## src/rtl/sample_page_logger.sv

```systemverilog
// Multi-channel ADC sample logger: decimates, packs samples into ping-pong
// EEPROM-page buffers and hands full or flushed pages to the EEPROM writer.
module sample_page_logger #(
    parameter  int SAMPLE_W   = 8,
    parameter  int CHANNELS   = 2,
    parameter  int PAGE_BYTES = 64,
    parameter  int ADDR_W     = 16,
    parameter  int DECIM_W    = 8,
    localparam int CH_W       = (CHANNELS > 1) ? $clog2(CHANNELS) : 1,
    localparam int IDX_W      = $clog2(PAGE_BYTES),
    localparam int LEN_W      = IDX_W + 1
) (
    input  logic                CLK_50MHz,
    input  logic                RESET,
    input  logic                sample_valid,
    input  logic [SAMPLE_W-1:0] sample_word,
    input  logic [CH_W-1:0]     sample_chan,
    input  logic [CHANNELS-1:0] chan_enable,
    input  logic [DECIM_W-1:0]  decim,
    input  logic                flush,
    output logic                page_ready,
    output logic [ADDR_W-1:0]   page_addr,
    output logic [LEN_W-1:0]    page_len,
    input  logic [IDX_W-1:0]    rd_idx,
    output logic [7:0]          rd_data,
    input  logic                page_done,
    output logic                overflow,
    output logic [15:0]         dropped_count
);

    localparam int BPS   = (SAMPLE_W <= 8) ? 1 : 2;
    localparam int PAD_W = 8 * BPS;

    logic [7:0]         r_mem [2][PAGE_BYTES];
    logic [DECIM_W-1:0] r_dcnt [CHANNELS];
    logic               r_fill_bank;
    logic               r_fill_full;   // fill bank is FULL (else FILLING)
    logic               r_pub;         // other bank is PUBLISHED (else FREE)
    logic [LEN_W-1:0]   r_wr_ptr;
    logic [LEN_W-1:0]   r_full_len;
    logic               r_page_ready;
    logic [ADDR_W-1:0]  r_page_addr;
    logic [LEN_W-1:0]   r_page_len;
    logic [7:0]         r_rd_data;
    logic               r_overflow;
    logic [15:0]        r_dropped;

    logic [CHANNELS-1:0] w_chan_hit;
    logic                w_accept;
    logic                w_busy;
    logic                w_store;
    logic                w_drop;
    logic                w_tgt_bank;
    logic [LEN_W-1:0]    w_base;
    logic [LEN_W-1:0]    w_new_ptr;
    logic                w_make_full;
    logic [PAD_W-1:0]    w_padded;

    // A FULL bank that is publishing this cycle hands new samples to the
    // bank being freed, so a sample arriving in the publish cycle is kept.
    always_comb begin
        w_chan_hit = '0;
        w_accept   = 1'b0;
        for (int c = 0; c < CHANNELS; c++) begin
            w_chan_hit[c] = sample_valid && (sample_chan == CH_W'(c)) && chan_enable[c];
            if (w_chan_hit[c] && (r_dcnt[c] == '0)) w_accept = 1'b1;
        end
        w_busy      = r_fill_full && r_pub;
        w_store     = w_accept && !w_busy;
        w_drop      = w_accept && w_busy;
        w_tgt_bank  = r_fill_full ? ~r_fill_bank : r_fill_bank;
        w_base      = r_fill_full ? '0 : r_wr_ptr;
        w_new_ptr   = w_base + (w_store ? LEN_W'(BPS) : '0);
        w_make_full = (w_new_ptr == LEN_W'(PAGE_BYTES)) || (flush && (w_new_ptr != '0));
        w_padded    = PAD_W'(sample_word);
    end

    // NOTE: all state updates use non-blocking assignments so every register
    // samples the pre-edge values computed above, independent of block order.
    always_ff @(posedge CLK_50MHz) begin
        if (RESET) begin
            r_fill_bank  <= 1'b0;
            r_fill_full  <= 1'b0;
            r_pub        <= 1'b0;
            r_wr_ptr     <= '0;
            r_full_len   <= '0;
            r_page_ready <= 1'b0;
            r_page_addr  <= '0;
            r_page_len   <= '0;
            r_overflow   <= 1'b0;
            r_dropped    <= '0;
            for (int c = 0; c < CHANNELS; c++) r_dcnt[c] <= '0;
        end else begin
            if (r_fill_full && !r_pub) begin
                r_fill_bank  <= ~r_fill_bank;
                r_pub        <= 1'b1;
                r_page_ready <= 1'b1;
                r_page_len   <= r_full_len;
                r_wr_ptr     <= w_new_ptr;
                r_fill_full  <= w_make_full;
                r_full_len   <= w_new_ptr;
            end else if (!r_fill_full) begin
                if (w_make_full && !r_pub) begin
                    r_fill_bank  <= ~r_fill_bank;
                    r_pub        <= 1'b1;
                    r_page_ready <= 1'b1;
                    r_page_len   <= w_new_ptr;
                    r_wr_ptr     <= '0;
                end else begin
                    r_wr_ptr    <= w_new_ptr;
                    r_fill_full <= w_make_full;
                    r_full_len  <= w_new_ptr;
                end
            end

            if (page_done && r_page_ready) begin
                r_pub        <= 1'b0;
                r_page_ready <= 1'b0;
                r_page_addr  <= r_page_addr + ADDR_W'(PAGE_BYTES);
            end

            if (w_drop) begin
                r_overflow <= 1'b1;
                if (r_dropped != 16'hFFFF) r_dropped <= r_dropped + 16'd1;
            end

            for (int c = 0; c < CHANNELS; c++) begin
                if (w_chan_hit[c]) r_dcnt[c] <= (r_dcnt[c] == decim) ? '0 : r_dcnt[c] + 1'b1;
            end
        end
    end

    // NOTE: the page memory is reset so reads past page_len never return X.
    always_ff @(posedge CLK_50MHz) begin
        if (RESET) begin
            for (int b = 0; b < 2; b++)
                for (int i = 0; i < PAGE_BYTES; i++) r_mem[b][i] <= '0;
            r_rd_data <= '0;
        end else begin
            if (w_store) begin
                for (int k = 0; k < BPS; k++)
                    r_mem[w_tgt_bank][w_base[IDX_W-1:0] + IDX_W'(k)] <= w_padded[8*k +: 8];
            end
            r_rd_data <= r_mem[~r_fill_bank][rd_idx];
        end
    end

    assign page_ready    = r_page_ready;
    assign page_addr     = r_page_addr;
    assign page_len      = r_page_len;
    assign rd_data       = r_rd_data;
    assign overflow      = r_overflow;
    assign dropped_count = r_dropped;

endmodule
```

## config.mk

```make
export PLATFORM = sky130hd
export DESIGN_NAME = sample_page_logger
export DESIGN_NICKNAME = d
export VERILOG_FILES = /design/src/rtl/sample_page_logger.sv
export SDC_FILE = /design/constraint.sdc
export NUM_CORES = 1
export LEC_CHECK = 0
export BUFFER_PORTS_ARGS = -buffer_cell sky130_fd_sc_hd__buf_2
export CAP_MARGIN = 10
export CORE_ASPECT_RATIO = 1.75
export CORE_MARGIN = 3
export CORE_UTILIZATION = 60
export CTS_CLUSTER_DIAMETER = 120
export CTS_CLUSTER_SIZE = 10
export DETAILED_ROUTE_END_ITERATION = 16
export GPL_ROUTABILITY_DRIVEN = 0
export MAX_ROUTING_LAYER = met4
export PLACE_DENSITY = 0.74
export SYNTH_ARGS = -nofsm -noshare
export SYNTH_HDL_FRONTEND = slang
export SYNTH_SLANG_ARGS = --single-unit
```

## constraint.sdc

```tcl
create_clock -name CLK_50MHz -period 5.5 [get_ports CLK_50MHz]
set_input_delay 1.1 -clock CLK_50MHz [delete_from_list [all_inputs] [get_ports CLK_50MHz]]
set_output_delay 1.1 -clock CLK_50MHz [all_outputs]
set_load 0.005 [all_outputs]
```

==> reports/metrics.yaml, run 1 <==
cts_max_level: 3
layout_min_cycle_time_ps: 4290
cts_setup_buffers: 0
area_delta_synth_final_pct: 10.3
dp_hpwl_um: 86300
avgSynthCellArea_um2: 16.0
final_nets: 3031
power_density_mw_per_mm2: 337
vias: 28494
io_buffers: 72
cpPeakStageDelay_ps: 680
drt_pass1_iterations: 6
worst_pin_slew_ps: 1300
core_area_mm2: 0.0777
yosysSeqAreaShare_pct: 68.8
power.total_mw: 17.5
crit_fanout: 17
clock_path_buffers: 3
cp.arrival_ps: 4850
cp-start-kind: "register"
die_h_um: 377
cts_buffers: 119
ys.flop_type: "edfxtp_1"
ys_types: 68
grtUsageTotal_pct: 34.7
rows: 135
final_cell_mix: "edfxtp_1 (1,040), nor2_1 (399), mux4_2 (292)"
drive_gt1_share_pct: 21.0
io_pins: 79
cts_tree: "built"
viasPerCell: 6.98
leakage_nw: 17.7
crit_type: "register to register"
syn-cell-area_mm2: 0.0471
setup_slack_ps: 1210
synth_edf_count: 1040
critPathMostFrequentCell: "ha_1"
ctsResizeCount: 0
clk_pin_slew_ps: 60
final_hold_viol_count: 0
hold_path.class: "register to register"
drtIter0Drc: 4306
drc: 0
drv_cap: 0
synth-async-reset-ratio_pct: 0
start_util_pct: 60.6
fin_crit_sh_pct: 78.0
finalMaxSlewViolations: 0
grt_pass1_wl_um: 197000
insertion_delay_ps: 710
wl_per_cell_um: 33.2
cts_sinks: 1099
status: "finished clean"
cts-root-buf: "clkbuf_16"
multiInputGateArea_mm2: 0.0138
regArea_mm2: 0.0324
dieWidth_um: 218
cp_data_required_time_ps: 6060
overflow: 0
irDropWorstVdd_v: 0.000259
dp_slack_ps: 868
hold_buffers: 0
rsz0062_at_grt: "false"
routed_wl_um: 136000
yosys_warnings: 0
tns_ps: 0
ys_ff_latch: 1099
endpoint_kind: "register"
grt_max_degree: 68
fmax_ghz: 0.233
antenna_found_initial: 7
slew_headroom_pct: 13.1
grt_pass1_vias: 29177
dieArea_mm2: 0.0821
synthesis.instances: 2939
fillCellCount: 5193
drtAntennaViolNets: 0
clock-skew-final_ps: 32.2
final_common_cell: "edfxtp_1"
slowest_stage: "nor4_4"
path_cells: "inv_1, ha_1, nor4b_1, nand3b_1, and2_1, a21oi_1, ha_1, ha_1, nand3_2, mux2_4, or4b_4, nor4_4, or4_1, a21oi_1"
setup_viol_count_final: 0
==> cells in the mapped netlist, drive strengths merged (6+ instances only) <==
cell type	instances	area [µm²]
nor4	8	65.1
o31ai	9	67.6
a22o	8	70.1
nor2	400	1500
nand2	176	661
nor3	14	75.1
xor2	27	236
xnor2	25	219
a21oi	100	516
nor2b	15	93.8
a211oi	12	90.1
nand2b	7	51.3
and2	113	707
nand3	53	275
nand3b	6	45.0
nand4	13	81.3
ha	8	100
clkbuf	157	589
buf	73	384
or4	9	71.3
a31oi	8	50.1
mux2i	38	380
a22oi	22	165
o21ai	23	115
dfxtp	59	1180
o22ai	12	75.1
and4	7	61.3
mux4	292	6580
edfxtp	1040	31200
or2	15	93.8
inv	17	63.8
and3	117	732
o211ai	13	103
==> metal layers <==
layer	vias to the layer above	wire, µm	GRT usage [%]
met2	2141	67800	55.3
met3	525	15400	7.84
met5	-	0	-
met1	14426	42100	40.1
li1	11402	-	-
met4	0	10400	22.0
==> final cells by class <==
| cell class | instances | share of cell area (%) |
|---|---|---|
| flip-flops and latches | 1099 | 62.4 |
| multi-input cells | 1598 | 26.5 |
| clock buffers | 172 | 6.23 |
| well taps | 1027 | 2.47 |
| repair buffers | 158 | 2.23 |
| inverters | 17 | 0.123 |
| clock inverters | 3 | 0.0650 |
| diodes | 7 | 0.0337 |
==> through the flow <==
| step | hold WS (ps) | utilization, % | std cells | area, µm² |
|---|---|---|---|---|
| global route | 497 | 66.9 | 4076 | 52000 |
| detailed placement | 458 | 62.7 | 3899 | 48700 |
| CTS | 475 | 66.9 | 4074 | 52000 |
| finish | 480 | 66.9 | 4081 | 52000 |
| global placement | 457 | 62.7 | 3899 | 48700 |
| floorplan | 460 | - | 2944 | 47100 |
==> report_power, final <==
part / internal, mW / switching (mW)
clock network: 3.99 / 3.01
registers: 9.49 / 0.128
logic: 0.323 / 0.592
total: 13.8 / 3.73
==> flip-flops by register name, summed over array words and instances, names as in the netlist <==
| name | count |
|---|---|
| dropped_count | 16 |
| r_mem | 1024 |
| page_len | 7 |
| overflow | 1 |
| page_ready | 1 |
| r_fill_full | 1 |
| r_full_len | 7 |
| r_dcnt | 16 |
| r_fill_bank | 1 |
| page_addr | 10 |
| r_wr_ptr | 7 |
| rd_data | 8 |
==> logic make-up after synthesis <==
| kind of cell | synth area share, % |
|---|---|
| simple gates | 9.89 |
| buf+inv | 2.20 |
| fa+ha+maj | 0.212 |
| mux | 14.9 |
| compound gates | 3.02 |
| other cells | 0.00796 |
| xor+xnor | 0.967 |
| flops | 68.8 |
==> critical path: cells and delay by family (launching register included) <==
kind | cells | cell delay (ps)
simple gates | 7 | 2340
fa+ha+maj | 3 | 640
flops | 1 | 480
mux | 1 | 350
compound gates | 2 | 210
buf+inv | 1 | 100
==> path summary, 6_finish.rpt <==
kind	start	end	slack, ps	cells past startpoint
worst max-delay path	r_dcnt[0][8]	page_len[6]	1210	14
worst min-delay path	page_len[4]	page_len[4]	480	2
worst max register to register	r_dcnt[0][8]	page_len[6]	1210	14
worst min register to register	page_len[4]	page_len[4]	480	2
Note: power is estimated with default switching activity, not from simulation.
==> run 2, diff against run 1 <==
- clock period: 5.5 -> 4.4 ns (I/O delays scaled with it)
==> reports/metrics.yaml, run 2 (same netlist as run 1, synthesis figures left out) <==
hold_path.class: "register to register"
dieWidth_um: 218  # unchanged
power_density_mw_per_mm2: 419  # +24%
grtUsageTotal_pct: 34.9  # +0.20 points
grt_pass1_vias: 29402  # +0.77%
cts_tree: "built"
placedCellCount: 3949  # +1.3%
grt_pass1_wl_um: 199000  # +0.77%
crit_type: "register to register"
fillCellCount: 5115  # -1.5%
hold_buffers: 0  # unchanged
clock_path_buffers: 3  # unchanged
io_pins: 79  # unchanged
top_register: "r_mem"
cts_max_level: 3  # unchanged
tns_ps: 0  # unchanged
power.total_mw: 22.0  # +26%
io_buffers: 72  # unchanged
drt_pass1_iterations: 8  # +2
crit_fanout: 17  # unchanged
setup_slack_ps: 331  # -881 ps
dp_hpwl_um: 87500  # +1.4%
fin_crit_sh_pct: 92.5  # +15 points
final_cell_mix: "edfxtp_1 (1,040), nor2_1 (400), mux4_2 (292)"
drtAntennaViolNets: 0  # unchanged
start_util_pct: 60.6  # unchanged
final_common_cell: "edfxtp_1"
drtIter0Drc: 4280  # -0.60%
drc: 0  # unchanged
vias: 28755  # +0.92%
fmax_ghz: 0.246  # +5.4%
insertion_delay_ps: 720  # about the same
final_hold_viol_count: 0  # unchanged
core_area_mm2: 0.0777  # unchanged
instances_no_fill: 4147  # +1.6%
whs_ps: 478  # -1.96 ps
fin_util_pct: 67.6  # +0.73 points
antenna_found_initial: 4  # -3
endpoint_kind: "register"
dp_slack_ps: -10.3  # -879 ps
area_delta_synth_final_pct: 11.5
drive_gt1_share_pct: 22.2  # +1.2 points
leakage_nw: 18.0  # +1.6%
overflow: 0  # unchanged
cp.arrival_ps: 4700  # -150 ps
finalMaxSlewViolations: 0  # unchanged
viasPerCell: 6.93  # -0.69%
status: "finished clean"
clock-skew-final_ps: 23.5  # -8.72 ps
irDropWorstVdd_v: 0.000355  # +37%
placed_cell_area_mm2: 0.0492  # +1.1%
wl_per_cell_um: 32.8  # -1.3%
cts_sinks: 1099  # unchanged
rsz0062_at_grt: "false"
clk_pin_slew_ps: 60  # about the same
layout_min_cycle_time_ps: 4070  # -219 ps
worst_pin_slew_ps: 1170  # -139 ps
grt_max_degree: 56  # -18%
dieArea_mm2: 0.0821  # unchanged
routed_wl_um: 136000  # +0.31%
cts_buffers: 119  # unchanged
cts-root-buf: "clkbuf_16"
rows: 135  # unchanged
largest_register_ffs: 1024  # unchanged
final_nets: 3082  # +1.7%
setup_viol_count_final: 0  # unchanged
final_area_mm2: 0.0525  # +1.1%
drv_cap: 0  # unchanged
cp_data_required_time_ps: 5030  # -1030 ps
slew_headroom_pct: 22.3  # +9.2 points
cp-start-kind: "register"
die_h_um: 377  # unchanged
[run 2: cell types whose count changed in the layout (fill, tap and decap cells not counted), sizes merged]
| cell | before | now |
|---|---|---|
| buf | 158 | 209 |
| clkbuf | 172 | 186 |
| diode | 7 | 4 |
| inv | 19 | 22 |
| clkinv | 1 | 2 |
[run 2: cell type report]
type                            count  area [µm²]  area share, %
Sequential cell                  1099       32400           61.7
Clock buffer                      186        3230           6.15
Clock inverter                      7        87.6          0.167
Multi-Input combinational cell   1598       13800           26.2
Inverter                           17        63.8          0.121
Tap cell                         1027        1280           2.45
Antenna cell                        4        10.0         0.0190
Timing Repair Buffer              209        1680           3.20
[run 2: metal layers]
metal	global-route usage [%]	vias up	share of wire [%]
met5	-	-	0
met3	7.66	536	11
met1	40.4	14492	31
li1	-	11533	-
met2	56.2	2194	50
met4	21.1	0	7.7
[run 2: worst max-delay path: stages, from the launching register on]
cell and delay, ps:
edfxtp_1 480, inv_1 130, ha_1 150, nor4b_2 240, nand3b_1 160, and2_1 210, a21oi_1 130, ha_1 250
ha_1 290, nand3_2 140, mux2_4 350, or4b_4 550, o21a_4 280, or4_1 470, a21oi_1 160
[run 2: what timing repair did]
item                       in CTS  in global routing
setup buffers                   0                  1
gates resized for setup         0                  1
setup endpoints to repair       0                 22
[run 2: report_power, final]
| part | switching, mW | internal (mW) | total, mW |
|---|---|---|---|
| Combinational | 0.735 | 0.420 | 1.15 |
| Clock | 3.90 | 4.97 | 8.87 |
| Sequential | 0.157 | 11.9 | 12.0 |
| Total | 4.80 | 17.2 | 22.0 |
[run 2: final timing paths]
path | cells after the start | start | slack (ps) | end
worst max register to register | 14 | r_dcnt[0][0] | 330 | page_len[3]
worst min-delay path | 2 | page_len[6] | 480 | page_len[6]
worst max-delay path | 14 | r_dcnt[0][0] | 330 | page_len[3]
worst min register to register | 2 | page_len[6] | 480 | page_len[6]
